===== config.mk =====
export PLATFORM = sky130hd
export DESIGN_NAME = csa_pipe_adder
export DESIGN_NICKNAME = d
export VERILOG_FILES = /design/src/rtl/csa_pipe_adder_pkg.sv /design/src/rtl/csa_pipe_adder_blk.sv /design/src/rtl/csa_pipe_adder.sv
export SDC_FILE = /design/constraint.sdc
export NUM_CORES = 1
export LEC_CHECK = 0
export BUFFER_PORTS_ARGS = -buffer_cell sky130_fd_sc_hd__buf_2
export CAP_MARGIN = 20
export CORE_MARGIN = 8
export CORE_UTILIZATION = 25
export CTS_CLUSTER_SIZE = 40
export DETAILED_ROUTE_END_ITERATION = 8
export PLACE_DENSITY_LB_ADDON = 0.2
export SETUP_SLACK_MARGIN = 0.05
export SLEW_MARGIN = 20
export SYNTH_ARGS = -nofsm -noshare
export SYNTH_HDL_FRONTEND = slang
export SYNTH_HIERARCHICAL = 1
export SYNTH_SLANG_ARGS = --single-unit

===== constraint.sdc =====
create_clock -name clk -period 16.2 [get_ports clk]
set_input_delay 0.81 -clock clk [delete_from_list [all_inputs] [get_ports clk]]
set_output_delay 0.81 -clock clk [all_outputs]
set_load 0.01 [all_outputs]

===== src/rtl/csa_pipe_adder_pkg.sv =====
// Shared defaults and geometry helpers for the pipelined carry-select adder.
// Holds the default width/block/stage sizing and the derived-size functions.
package csa_pipe_adder_pkg;

  localparam int DEF_W   = 64;
  localparam int DEF_BLK = 4;
  localparam int DEF_BPS = 4;

  function automatic int seg_bits(input int blk, input int bps);
    return blk * bps;
  endfunction

  function automatic int num_stages(input int w, input int blk, input int bps);
    return w / seg_bits(blk, bps);
  endfunction

  function automatic bit geometry_ok(input int w, input int blk, input int bps);
    return (blk > 0) && (bps > 0) && (w >= seg_bits(blk, bps)) &&
           (w % seg_bits(blk, bps) == 0);
  endfunction

endpackage


===== src/rtl/csa_pipe_adder_blk.sv =====
// One carry-select block: two ripple adders assuming carry-in 0 and 1,
// with the real block carry choosing between the precomputed results.
module csa_blk #(
  parameter int BLK = 4
) (
  input  logic [BLK-1:0] a,
  input  logic [BLK-1:0] b,
  input  logic           c_in,
  output logic [BLK-1:0] sum,
  output logic           c_out
);

  logic [BLK:0]   c0, c1;
  logic [BLK-1:0] s0, s1;

  always_comb begin
    c0    = '0;
    c1    = '0;
    s0    = '0;
    s1    = '0;
    c1[0] = 1'b1;
    for (int i = 0; i < BLK; i++) begin
      s0[i]   = a[i] ^ b[i] ^ c0[i];
      c0[i+1] = (a[i] & b[i]) | (c0[i] & (a[i] ^ b[i]));
      s1[i]   = a[i] ^ b[i] ^ c1[i];
      c1[i+1] = (a[i] & b[i]) | (c1[i] & (a[i] ^ b[i]));
    end
  end

  assign sum   = c_in ? s1 : s0;
  assign c_out = c_in ? c1[BLK] : c0[BLK];

endmodule


===== src/rtl/csa_pipe_adder.sv =====
// Pipelined carry-select adder/subtractor, one SEG-bit slice per stage, with
// operand skew and sum de-skew registers and a stall-all valid/ready handshake.
module csa_pipe_adder
  import csa_pipe_adder_pkg::*;
#(
  parameter int W   = DEF_W,
  parameter int BLK = DEF_BLK,
  parameter int BPS = DEF_BPS
) (
  input  logic         clk,
  input  logic         rst_n,
  input  logic         in_valid,
  output logic         in_ready,
  input  logic [W-1:0] a,
  input  logic [W-1:0] b,
  input  logic         c_in,
  input  logic         sub,
  output logic         out_valid,
  input  logic         out_ready,
  output logic [W-1:0] sum,
  output logic         c_out,
  output logic         ovf
);

  localparam int SEG  = seg_bits(BLK, BPS);
  localparam int NSTG = num_stages(W, BLK, BPS);

  if (!geometry_ok(W, BLK, BPS)) begin : g_bad_cfg
    $error("csa_pipe_adder: W must be a nonzero multiple of BLK*BPS");
  end

  logic en;

  for (genvar k = 0; k < NSTG; k++) begin : g_stg
    localparam int REM  = W - k * SEG;
    localparam int DONE = (k + 1) * SEG;

    logic [REM-1:0]  a_in, b_in;
    logic            v_in;
    logic [BPS:0]    bc;
    logic [SEG-1:0]  seg_sum;
    logic [DONE-1:0] sum_d, sum_q;
    logic            v_q, c_q;

    // Stage 0 takes the ports (b pre-inverted for subtract); later stages
    // take the previous stage's skewed operands, carry and finished sum bits.
    if (k == 0) begin : g_src
      assign a_in  = a;
      assign b_in  = sub ? ~b : b;
      assign bc[0] = sub | c_in;
      assign v_in  = in_valid;
      assign sum_d = seg_sum;
    end else begin : g_src
      assign a_in  = g_stg[k-1].g_skew.a_q;
      assign b_in  = g_stg[k-1].g_skew.b_q;
      assign bc[0] = g_stg[k-1].c_q;
      assign v_in  = g_stg[k-1].v_q;
      assign sum_d = {seg_sum, g_stg[k-1].sum_q};
    end

    for (genvar j = 0; j < BPS; j++) begin : g_blk
      csa_blk #(.BLK(BLK)) u_blk (
        .a     (a_in[j*BLK +: BLK]),
        .b     (b_in[j*BLK +: BLK]),
        .c_in  (bc[j]),
        .sum   (seg_sum[j*BLK +: BLK]),
        .c_out (bc[j+1])
      );
    end

    always_ff @(posedge clk) begin
      if (!rst_n) begin
        v_q   <= 1'b0;
        c_q   <= 1'b0;
        sum_q <= '0;
      end else if (en) begin
        v_q   <= v_in;
        c_q   <= bc[BPS];
        sum_q <= sum_d;
      end
    end

    if (k < NSTG - 1) begin : g_skew
      logic [REM-SEG-1:0] a_q, b_q;

      always_ff @(posedge clk) begin
        if (!rst_n) begin
          a_q <= '0;
          b_q <= '0;
        end else if (en) begin
          a_q <= a_in[REM-1:SEG];
          b_q <= b_in[REM-1:SEG];
        end
      end
    end

    if (k == NSTG - 1) begin : g_last
      logic msb_cin;
      logic ovf_q;

      // The carry into the MSB is recovered from the MSB's own sum bit.
      assign msb_cin = a_in[SEG-1] ^ b_in[SEG-1] ^ seg_sum[SEG-1];

      always_ff @(posedge clk) begin
        if (!rst_n) begin
          ovf_q <= 1'b0;
        end else if (en) begin
          ovf_q <= bc[BPS] ^ msb_cin;
        end
      end
    end
  end

  assign out_valid = g_stg[NSTG-1].v_q;
  assign sum       = g_stg[NSTG-1].sum_q;
  assign c_out     = g_stg[NSTG-1].c_q;
  assign ovf       = g_stg[NSTG-1].g_last.ovf_q;
  assign en        = !out_valid | out_ready;
  assign in_ready  = en;

endmodule


After elaboration in Yosys (flattened, before gate mapping)
Cells that the tools add are included.

word-level totals
  output and inout bits = 68
  word-level logic and storage cells = 506
  input port bits = 134
  register bits after elaboration = 361

cells by class
  muxes and demuxes = 33
  bitwise logic cells = 453
  reduce and logical (&&, ||, !) cells = 1

operators with widths
  operator            number
  bitwise XOR 1 bit   162
  AND 1 bit           160
  OR 1 bit            114
  two-way mux 4 bit   16
  two-way mux 64 bit  1
  inverter 64 bit     1
  two-way mux 1 bit   16
  inverter 1 bit      16
  zero test 1 bit     1

Logic depth before layout (Yosys ltp)
Gate-level depths: netlist (run 1).

  word-level depth = 14
  gate-level depth with buffers = 37
  depth with buffers taken out = 37

Hierarchy
The synthesis (run 1) kept the hierarchy.

by module, submodules not included
  module                                 cells an instance  seq. area each (µm²)  instances  area each (µm²)
  csa_pipe_adder                         1590               7226.9                1          14098.5
  csa_blk (g_stg[1].g_blk[0].u_blk ...)  19                 0.0                   12         143.9
  csa_blk (g_stg[0].g_blk[0].u_blk ...)  19                 0.0                   4          148.9

Worst setup path before layout (run 1)
Ideal clock, no wire load.

  path kind = input-to-reg
  start point = input sub
  end point = register g_stg[0].sum_q[15]
  arrival time = 6.375 ns
  data required time = 16.130 ns
  library setup time = 0.070 ns
  cell stages on the path = 36
  path buffers = 2
  setup slack = 9.755 ns
  cell sequence = buf_4 > buf_6 > xor2_1 > inv_1 > ha_1 > inv_1 > mux2i_1 > fa_1 > inv_1 > fa_1 > inv_1 > fa_1 > inv_1 > mux2i_1 > fa_1 > inv_1 > fa_1 > inv_1 > fa_1 > inv_1 > mux2i_1 > fa_1 > inv_1 > fa_1 > inv_1 > fa_1 > inv_1 > mux2i_1 > fa_1 > inv_1 > fa_1 > inv_1 > fa_1 > inv_1 > nand2_1 > a21boi_1

between the ends
  word-level cells in the longest chain between the ends = 13
  elaborated cells between the ends (all ways) = 87
  those cells by class = mux (5); bitwise (82)

RTL lines
  item                                            RTL line                  text
  from (decl)                                     csa_pipe_adder.sv:17      input logic sub,
  two-way mux 64 bit *                            csa_pipe_adder.sv:49      assign b_in = sub ? ~b : b;
  net g_stg[0].b_in[0]                            csa_pipe_adder.sv:38      logic [REM-1:0] a_in, b_in;
  AND 1 bit or bitwise XOR 1 bit (tied branches)  n/a
  OR 1 bit                                        csa_pipe_adder_blk.sv:26  c1[i+1] = (a[i] & b[i]) | (c1[i] & (a[i] ^ b[i]));
  AND 1 bit                                       csa_pipe_adder_blk.sv:26
  OR 1 bit                                        csa_pipe_adder_blk.sv:26
  AND 1 bit                                       csa_pipe_adder_blk.sv:26
  OR 1 bit                                        csa_pipe_adder_blk.sv:26
  [2 not listed]                                  n/a
  two-way mux 1 bit *                             csa_pipe_adder_blk.sv:31  assign c_out = c_in ? c1[BLK] : c0[BLK];
  net g_stg[0].bc[1]                              csa_pipe_adder.sv:40      logic [BPS:0] bc;
  two-way mux 1 bit *                             csa_pipe_adder_blk.sv:31
  net g_stg[0].bc[2]                              csa_pipe_adder.sv:40
  two-way mux 1 bit *                             csa_pipe_adder_blk.sv:31
  net g_stg[0].bc[3]                              csa_pipe_adder.sv:40
  two-way mux 4 bit *                             csa_pipe_adder_blk.sv:30  assign sum = c_in ? s1 : s0;
  net g_stg[0].seg_sum[15]                        csa_pipe_adder.sv:41      logic [SEG-1:0] seg_sum;
  to (signal assigned)                            csa_pipe_adder.sv:79      sum_q <= sum_d;
  to (decl)                                       csa_pipe_adder.sv:42      logic [DONE-1:0] sum_d, sum_q;

Mark *: on every way through the listed nets, which the timed path passes. The rest lies on a longest branch.
A chain may end at the register's enable or synchronous reset.

Worst setup path in the final report (run 1)
Same ends and word-level chain as after synthesis.

==> run metrics, run 1 <==
Avg Vias per Cell=4.151; sequential-to-total area share from yosys stat=0.4401; CP Capture Type=flip-flop; P_leak=0.008592 uW; adder and majority cell fraction of the synthesized area=0.08290; CTS Buf Count=45; IO buf count=roughly 200; number of H-tree levels=2; CTS tree=done; number of synthesized flops with an enable pin=0; max-slew violations=0; Clock Latency Late Sink=approximately 0.55 ns; Die ar.=~0.074 mm2; data required time of the worst path=~17 ns; startpoint types=input port; RSZ-0062 raised after global routing=no; Yosys cell types=23; DRT iter0 DRCs=roughly 590; GP Congestion=~0.73; Routed wire per std cell=roughly 13 um; Starting Density=0.2511; Crit-path slowest cell=buf_4; Seq pwr share=0.448; Post-Syn Instances=1894; Synth warnings=6; combinational power share=0.096; post-route ant nets=0; Switching Fraction=0.2437; CTS resizes=0; vias in the first global route=12807; die height=roughly 270 um; complex-gate fraction of the synthesized area=0.1762; Tot GR Track Use=0.1036; fillers=between 7000 and 8000; most common cell in the netlist=nand2_1; pwr/cell area=114.3 mW/mm2; Slew HR=0.2759; Min Hold Slack=around 0.44 ns; CP arrival=7.04 ns; largest family of logic cells by synthesized area=compound AO/OA/AOI/OAI gates; Final TNS setup=0 ns; worst clock skew=roughly 0.016 ns; Yosys top cell area share=0.4401; synth-to-layout area growth=16.89%; die extent in x=272.3 um; Core Region=0.06539 mm2; cell taking the most area after synthesis=dfxtp_1; pin count of the biggest net entering global routing=183; Post-Syn Area=about 0.016 mm2; Hold-fix buffers, CTS=0; 1st-pass router iterations=4; n_diodes=0; CP delay by family, top=adder cells; FP Rows=94; CTS max path bufs=3; Nets=2238; Clock power frac=0.457; Hold Fails Final Rpt=0; Tot Pwr=2195 uW; final period utilization=0.4047; FF+latch count, synth=361; main flop type after synthesis=dfxtp_1; initial antenna violation count=0; Routed WL=about 38000 um; multiplexer area fraction after synthesis=0.002438; first-pass GRT wire length=65480 um; Crit Path Max Fanout=30; Post-Synth XOR/XNOR Area=0.04427; layout cells sized above 1=0.1385; CP Class=in2reg; Worst IR Drop VDD=66.20 uV; Avg Cell Area, Syn=8.670 um2; Tmin final=6.556 ns; Root Buffer=clkbuf_16; status=finished, final reports clean; gr ovfl total=0; final setup fails=0; Post-DP HPWL=24320 um; Synth area leaders=dfxtp_1 (44%), nand2_1 (16%), a21boi_1 (14%); post-synthesis simple-gate area fraction=0.1571; Internal=between 1500 and 2000 uW; Via Count=12128; Sink Count=361; sw power=534.8 uW; DRC=0; Setup Buffers After CTS=0; cell mode on critical path=inv_1; f_max=approximately 0.15 GHz; number of I/O pins=202; CP bufs+invs=15; synth cell count leaders=nand2_1 (682), dfxtp_1 (361), a21boi_1 (301), inv_1 (180), xnor2_1 (49); Mapped Nets=2108; Worst Tran Pin Value=1.086 ns; clk slew on worst S/H paths=~0.060 ns; FFs w/ async S/R, synth=0; class of the worst hold path=reg2reg; CP max stage delay=0.43 ns; Max Cap Viol=0
[cell type report]
type	instances	area [um2]	share of cell area
clock buffers	67	1361	0.07093
clock inverters	14	132.6	0.006910
inverters	181	691.9	0.03605
multi-input cells	1225	7601	0.3960
flip-flops and latches	361	7227	0.3765
well taps	864	1081	0.05632
repair buffers	210	1099	0.05724
[worst reg2reg max path, delay by kind of cell (launching register included)]
kind	cells	cell delay, ns
DFF	1	0.35
and+or+nand+nor	2	0.11
adders and majority gates	13	3.80
xor gates and xnor gates	2	0.31
AOI/OAI and AO/OA	5	0.54
buffers and inverters	13	0.94
[placed cells by master, fill, tap and decap left out, types with 32 or more instances in the layout]
cell	count
xnor2_1	49
clkbuf_16	47
xor2_1	34
nand2_1	682
a21boi_1	301
inv_1	180
buf_2	199
ha_1	32
dfxtp_1	361
fa_1	48
o211a_1	48
[flip-flops by register name (all words and copies together) (netlist names)]
| register | flops |
|---|---|
| sum | 64 |
| g_stg.c_q | 3 |
| g_stg.sum_q | 96 |
| ovf | 1 |
| out_valid | 1 |
| c_out | 1 |
| g_stg.g_skew.a_q | 96 |
| g_stg.v_q | 3 |
| g_stg.g_skew.b_q | 96 |
[per-stage QoR]
stage / worst slack [ns] / instance area [um2] / util / std cells
final: 9.644 / 19190 / 0.2935 / 2922
after global routing: 9.273 / 19190 / 0.2935 / 2922
after CTS: 9.593 / 19190 / 0.2935 / 2922
after detailed placement: 8.996 / 17700 / 0.2707 / 2841
after global placement: 9.062 / 17700 / 0.2707 / 2841
after floorplan: 9.755 / 16420 / - / 1894
[path summary, 6_finish.rpt]
| kind | cells after the start | startpoint | slack (ns) | endpoint |
|---|---|---|---|---|
| worst max-delay path | 35 | sub | 9.64 | g_stg[0].sum_q[15] |
| worst min-delay path | 2 | sum[54] | 0.44 | sum[54] |
| worst max register to register | 35 | g_stg[2].g_skew.a_q[0] | 10.00 | ovf |
| worst min register to register | 2 | sum[54] | 0.44 | sum[54] |
[layer usage]
| layer | vias up | GRT usage | part of all wire |
|---|---|---|---|
| li1 | 6150 | - | - |
| met1 | 5750 | 0.1322 | 0.47 |
| met2 | 168 | 0.1719 | 0.46 |
| met3 | 60 | 0.02385 | 0.048 |
| met4 | 0 | 0.03321 | 0.023 |
| met5 | - | 0 | 0 |
[power groups by stage]
stage	clock network [uW]	registers, uW	logic, uW
global placement	0	1000	215
global route	1090	990	246
detailed placement	0	1000	217
finish	1000	982	210
floorplan	0	997	153
CTS	1050	983	219
[cell families after synthesis]
logic type	after synthesis
AOI/OAI and AO/OA	374
adders and majority gates	80
muxes	4
xor gates and xnor gates	83
and+or+nand+nor	684
buffers and inverters	308
DFF	361
No activity file was read; power rests on OpenSTA's default activity.
==> run 2: changes to the inputs <==
clock period = 6.5 ns   (was 16.2 ns; I/O delays follow)
==> run 2 against run 1 <==
Sequential share of layout area fell by 0.86 points. First-iteration DRC count shrank 5.2%. Worst hold slack lost 0.39 ns. Critical endpoint is now ovf. Global-route usage is 0.083 points lower. Largest power group unchanged. Sequential cell count is the same. Final cell count is 1.4% higher. Highest routed layer unchanged.
==> run metrics, run 2 (synthesis gave the netlist of run 1 again) <==
endpoint of the worst setup timing path=ovf (was g_stg[0].sum_q[15]); class of the worst hold path=in2reg (was reg2reg); number of I/O pins=202 (unchanged); gr ovfl total=0 (unchanged); DRC=0 (unchanged); Avg Vias per Cell=4.140 (was 4.151); Reg2Reg Capture Point=ovf (unchanged); vias in the first global route=12597 (was 12807); die height=272.3 um (unchanged); n_diodes=0 (unchanged); Sink Count=361 (unchanged); f_max=around 0.17 GHz; number of H-tree levels=2 (unchanged); synth-to-layout area growth=19.67% (was 16.89%); Final TNS setup=0 ns (unchanged); Crit Path Max Fanout=3 (was 30); max-slew violations=0 (unchanged); post-route ant nets=0 (unchanged); pwr/cell area=279.9 mW/mm2 (was 114.3 mW/mm2); final setup fails=0 (unchanged); Routed wire per std cell=13.04 um (was 13.08 um); CP bufs+invs=13 (was 15); met3 wire length=1545 um (was 1841 um); Clock Latency Late Sink=0.56 ns (was 0.55 ns); CTS tree=done (unchanged); P_leak=0.008771 uW (was 0.008592 uW); Largest regs=g_stg.g_skew.a_q x96, g_stg.g_skew.b_q x96, g_stg.sum_q x96 (unchanged); GP Congestion=0.7328 (was 0.7336); reg-to-reg slack, setup=0.52 ns (was 10.00 ns); initial antenna violation count=0 (unchanged); Routed WL=38640 um (was 38210 um); Worst Tran Pin Value=1.021 ns (was 1.086 ns); final period utilization=0.9203; FP Rows=94 (unchanged); CP Capture Type=flip-flop (unchanged); pin count of the biggest net entering global routing=189 (was 183); Max Cap Viol=0 (unchanged); Critical path origin=g_stg[2].g_skew.a_q[0] (was sub); CP Class=reg2reg (was in2reg); CP Depth=35 (unchanged); CTS Buf Count=46 (was 45); most frequent cells in the layout=nand2_1 (682), dfxtp_1 (359), a21boi_1 (302), buf_2 (199), inv_1 (176) (was nand2_1 (682), dfxtp_1 (361), a21boi_1 (301), buf_2 (199), inv_1 (180)); data required time of the worst path=6.91 ns (was 16.69 ns); worst clock skew=0.01598 ns (was 0.01604 ns); Die ar.=0.07414 mm2 (unchanged); FF-to-FF Start=g_stg[2].g_skew.a_q[0] (unchanged); Root Buffer=clkbuf_16 (unchanged); CP delay by family, top=adder cells (unchanged); Starting Density=0.2511 (unchanged); CP arrival=6.40 ns (was 7.04 ns); Tot GR Track Use=0.1027 (was 0.1036); Post-DP HPWL=24450 um (was 24320 um); DRT iter0 DRCs=560 (was 591); Post-Layout Cell Count=2962 (was 2922); Via Count=12264 (was 12128); CTS max path bufs=3 (unchanged); Min Hold Slack=0.05057 ns (was 0.4433 ns); Crit-path slowest cell=fa_1 (was buf_4); Tmin final=5.982 ns; placed cell count=2840 (was 2841); metal2 WL=17360 um (was 17490 um); die extent in x=272.3 um (unchanged); Worst IR Drop VDD=169.1 uV (was 66.20 uV); RSZ-0062 raised after global routing=no (unchanged); status=finished, final reports clean (unchanged); startpoint types=flip-flop (was input port); top sig layer=met4 (unchanged); 1st-pass router iterations=6 (was 4); layout cells sized above 1=0.1397 (was 0.1385); cell mode on critical path=fa_1 (was inv_1); Core Region=0.06539 mm2 (unchanged); worst r2r path cells=35 (unchanged); most common cell after layout, fill and taps aside=nand2_1 (unchanged); Slew HR=0.3196 (was 0.2759); clk slew on worst S/H paths=0.06 ns (about the same); IO buf count=201 (unchanged); first-pass GRT wire length=64700 um (was 65480 um); CP max stage delay=0.41 ns (was 0.43 ns); Tot Pwr=5499 uW (was 2195 uW); Hold Fails Final Rpt=0 (unchanged); met1 wire length=18820 um (was 17990 um); Nets=2281 (was 2238)
-- run 2: changes by cell type in the layout (fill, tap and decap cells not counted), sizes merged --
cell / previous run / this run
clkinv: 10 / 11
clkbuf: 67 / 64
buf: 210 / 209
dlygate4sd3: 0 / 43
-- run 2: worst min-delay path by stage --
stage / startpoint / end / slack (ns) / depth (start not counted)
detailed placement: sum[17] / sum[17] / 0.44 / 2
floorplan: g_stg[0].g_skew.a_q[11] / g_stg[0].g_skew.a_q[11] / 0.43 / 2
global placement: sum[16] / sum[16] / 0.44 / 2
finish: a[49] / g_stg[0].g_skew.a_q[33] / 0.05 / 3
CTS: in_valid / g_stg[0].v_q / 0.003 / 3
global route: in_valid / g_stg[0].v_q / 0.03 / 3
-- run 2: cell type report --
class	instances	area, um2
multi-input cells	1225	7612
inverters	181	691.9
flip-flops and latches	361	7229
repair buffers	252	1546
well taps	864	1081
clock buffers	64	1353
fillers	7149	45740
clock inverters	15	137.6
-- run 2: worst reg2reg max path: cells and delay by family, from the launching register on --
kind	cells	cell delay [ns]
fa+ha+maj	13	3.78
buf+inv	13	0.86
flops	1	0.33
simple gates	2	0.12
compound gates	5	0.41
xor+xnor	2	0.31
-- run 2: what timing repair did --
action,in CTS,in global routing
setup buffers,0,0
hold buffers,43,0
gates resized for setup,0,16
hold endpoints to repair,43,0
endpoints found under the setup margin,0,3
-- run 2: power by group --
group / total (uW) / leakage, uW / switching (uW) / internal, uW
clock: 2510 / 0.000736 / 983 / 1520
combinational: 544 / 0.00507 / 281 / 263
sequential: 2450 / 0.00297 / 80.8 / 2370
total: 5500 / 0.00877 / 1350 / 4150
-- run 2: through the flow --
stage,utilization,area (um2),worst slack [ns]
after floorplan,-,16420,0.5404
after global placement,0.2709,17720,0.2506
after detailed placement,0.2709,17720,0.1966
after CTS,0.3003,19640,0.3139
after global routing,0.3005,19650,0.03683
final,0.3005,19650,0.5183
-- run 2: layer usage --
layer | global-route usage | vias to the layer above
li1 | - | 6252
met1 | 0.1355 | 5795
met2 | 0.1656 | 158
met3 | 0.02219 | 59
met4 | 0.03419 | 0
met5 | 0 | -
==> run 3: changes to the inputs <==
CORE_ASPECT_RATIO = 1.5   (was default)
==> run 3 against run 2 <==
Count of clock-buffer cells in the layout down 2. Utilization is 0.45 points lower. Critical endpoint unchanged. Power down 5.2%. Largest cell class unchanged.
==> run metrics, run 3 (synthesis gave the netlist of run 1 again) <==
1st-pass router iterations=7 (was 6); Reg2Reg Capture Point=ovf (unchanged); fillers=7151 (was 7149); max-slew violations=0 (unchanged); worst clock skew=0.01497 ns (was 0.01598 ns); Min Hold Slack=0.03956 ns (was 0.05057 ns); grt met2 use=0.1715 (was 0.1656); Worst Tran Pin Value=1.005 ns (was 1.021 ns); Largest regs=g_stg.g_skew.a_q x96, g_stg.g_skew.b_q x96, g_stg.sum_q x96 (unchanged); CP max stage delay=0.43 ns (was 0.41 ns); number of H-tree levels=2 (unchanged); Routed WL=38620 um (was 38640 um); Avg Vias per Cell=4.089 (was 4.140); DRT iter0 DRCs=498 (was 560); Tot GR Track Use=0.1036 (was 0.1027); n_diodes=0 (unchanged); hold_sp=a[45] (was a[49]); Hold Path Stages=3 (unchanged); Via Count=12092 (was 12264); Max Cap Viol=0 (unchanged); multi-input combinational cell area=0.007617 mm2 (was 0.007612 mm2); register area=0.007228 mm2 (was 0.007229 mm2); Die ar.=0.07431 mm2 (was 0.07414 mm2); Crit-path slowest cell=fa_1 (unchanged); DRC=0 (unchanged); IO buf count=201 (unchanged); CP Capture Type=flip-flop (unchanged); initial antenna violation count=1 (was 0); Worst IR Drop VDD=167.7 uV (was 169.1 uV); pwr/cell area=269.5 mW/mm2 (was 279.9 mW/mm2); most common cell after layout, fill and taps aside=nand2_1 (unchanged); most frequent cells in the layout=nand2_1 (682), dfxtp_1 (360), a21boi_1 (301), buf_2 (199), inv_1 (176) (was nand2_1 (682), dfxtp_1 (359), a21boi_1 (302), buf_2 (199), inv_1 (176)); number of I/O pins=202 (unchanged); f_max=0.1636 GHz (was 0.1672 GHz); Sink Count=361 (unchanged); RSZ-0062 raised after global routing=yes (was no); reg-to-reg slack, setup=0.39 ns (was 0.52 ns); data required time of the worst path=6.90 ns (was 6.91 ns); die height=329.9 um (was 272.3 um); Slew HR=0.3301 (was 0.3196); final setup fails=0 (unchanged); Post-DP HPWL=24950 um (was 24450 um); grt met1 use=0.1336 (was 0.1355); Root Buffer=clkbuf_16 (unchanged); pin count of the biggest net entering global routing=188 (was 189); Nets=2264 (was 2281); CTS tree=done (unchanged); post-route ant nets=0 (unchanged); class of the worst hold path=in2reg (unchanged); GRT met3 Usage=0.02336 (was 0.02219); synth-to-layout area growth=17.78% (was 19.67%); final period utilization=0.9402 (was 0.9203); FF-to-FF Start=g_stg[2].g_skew.b_q[0] (was g_stg[2].g_skew.a_q[0]); gr ovfl total=0 (unchanged); Setup Buffers After CTS=0 (unchanged); placed cell count=2853 (was 2840); Hold Fails Final Rpt=0 (unchanged); CTS max path bufs=3 (unchanged); status=finished, final reports clean (unchanged); Tmin final=6.112 ns (was 5.982 ns); CP delay by family, top=adder cells (unchanged); FP Rows=115 (was 94); clk slew on worst S/H paths=0.06 ns (about the same); die extent in x=225.3 um (was 272.3 um); Routed wire per std cell=13.06 um (was 13.04 um); Post-Layout Cell Count=2957 (was 2962); WHS Endpoint=g_stg[0].g_skew.a_q[29] (was g_stg[0].g_skew.a_q[33]); CTS Buf Count=40 (was 46); most used routing layer=met2 (unchanged); first-pass GRT wire length=64750 um (was 64700 um); vias in the first global route=12473 (was 12597); CP bufs+invs=13 (unchanged); Tot Pwr=5212 uW (was 5499 uW); Crit Path Max Fanout=3 (unchanged); CP Class=reg2reg (unchanged); Clock Latency Late Sink=0.55 ns (was 0.56 ns); startpoint types=flip-flop (unchanged); Core Region=0.06533 mm2 (was 0.06539 mm2); CP arrival=6.52 ns (was 6.40 ns); P_leak=0.008611 uW (was 0.008771 uW); Final TNS setup=0 ns (unchanged); layout cells sized above 1=0.1337 (was 0.1397); Starting Density=0.2514 (was 0.2511); GP Congestion=0.7179 (was 0.7328); worst r2r path cells=35 (unchanged)
==> run 3: cell count changes in the layout (fill, tap and decap cells not counted), moves of 2 or more <==
cell / delta
clkbuf_8: -2
clkbuf_1: +7
clkinv_2: -3
clkbuf_16: -7
dlygate4sd3_1: -11
==> run 3: area by class of cell <==
| cell class | count | share of cell area |
|---|---|---|
| timing repair buffer | 241 | 0.07427 |
| inverter | 181 | 0.03578 |
| multi-input combinational | 1225 | 0.3939 |
| tap | 877 | 0.05674 |
| clock buffer | 62 | 0.06081 |
| sequential | 361 | 0.3737 |
| clock inverter | 10 | 0.004787 |
==> run 3: worst max-delay path by stage <==
stage,to,cells past startpoint,startpoint,slack [ns]
2_1_floorplan,g_stg[0].sum_q[15],36,sub,0.54
3_3_place_gp,g_stg[0].sum_q[15],35,sub,0.17
3_5_place_dp,g_stg[0].sum_q[15],35,sub,0.04
4_1_cts,ovf,35,g_stg[2].g_skew.a_q[0],0.17
5_1_grt,ovf,35,g_stg[2].g_skew.b_q[0],0.02
6_report,ovf,35,g_stg[2].g_skew.b_q[0],0.39
==> run 3: worst register-to-register path: cells and delay by family, from the launching register on <==
family / cells / cell delay, ns
adder cells (fa/ha/maj): 13 / 3.85
XOR/XNOR: 2 / 0.28
buffers and inverters: 13 / 0.90
AND/OR/NAND/NOR: 2 / 0.12
AO/OA/AOI/OAI: 5 / 0.47
flip-flops: 1 / 0.34
==> run 3: report_power, final <==
| group | total [uW] | leakage [uW] | switching [uW] | internal [uW] |
|---|---|---|---|---|
| Clock | 2220 | 0.000620 | 934 | 1290 |
| Combinational | 542 | 0.00502 | 283 | 259 |
| Sequential | 2450 | 0.00297 | 79.9 | 2370 |
| Total | 5210 | 0.00861 | 1300 | 3920 |
==> run 3: routing by layer <==
layer | routed length [um] | share of wire
met5 | 13 | 0.00034
met4 | 756 | 0.020
met3 | 1837 | 0.048
met2 | 17720 | 0.46
met1 | 18290 | 0.47
==> run 3: timing repair <==
item	4_1_cts	5_1_grt
endpoints found under the setup margin	0	4
hold buffers	32	0
resized for setup	0	13
hold endpoints to repair	32	0
==> run 3: through the flow <==
stage	area (um2)	setup slack [ns]	utilization
2_1_floorplan	16420	0.5404	-
3_3_place_gp	17730	0.1722	0.2715
3_5_place_dp	17730	0.04338	0.2715
4_1_cts	19320	0.1699	0.2958
5_1_grt	19340	0.02434	0.2961
6_report	19340	0.3884	0.2961
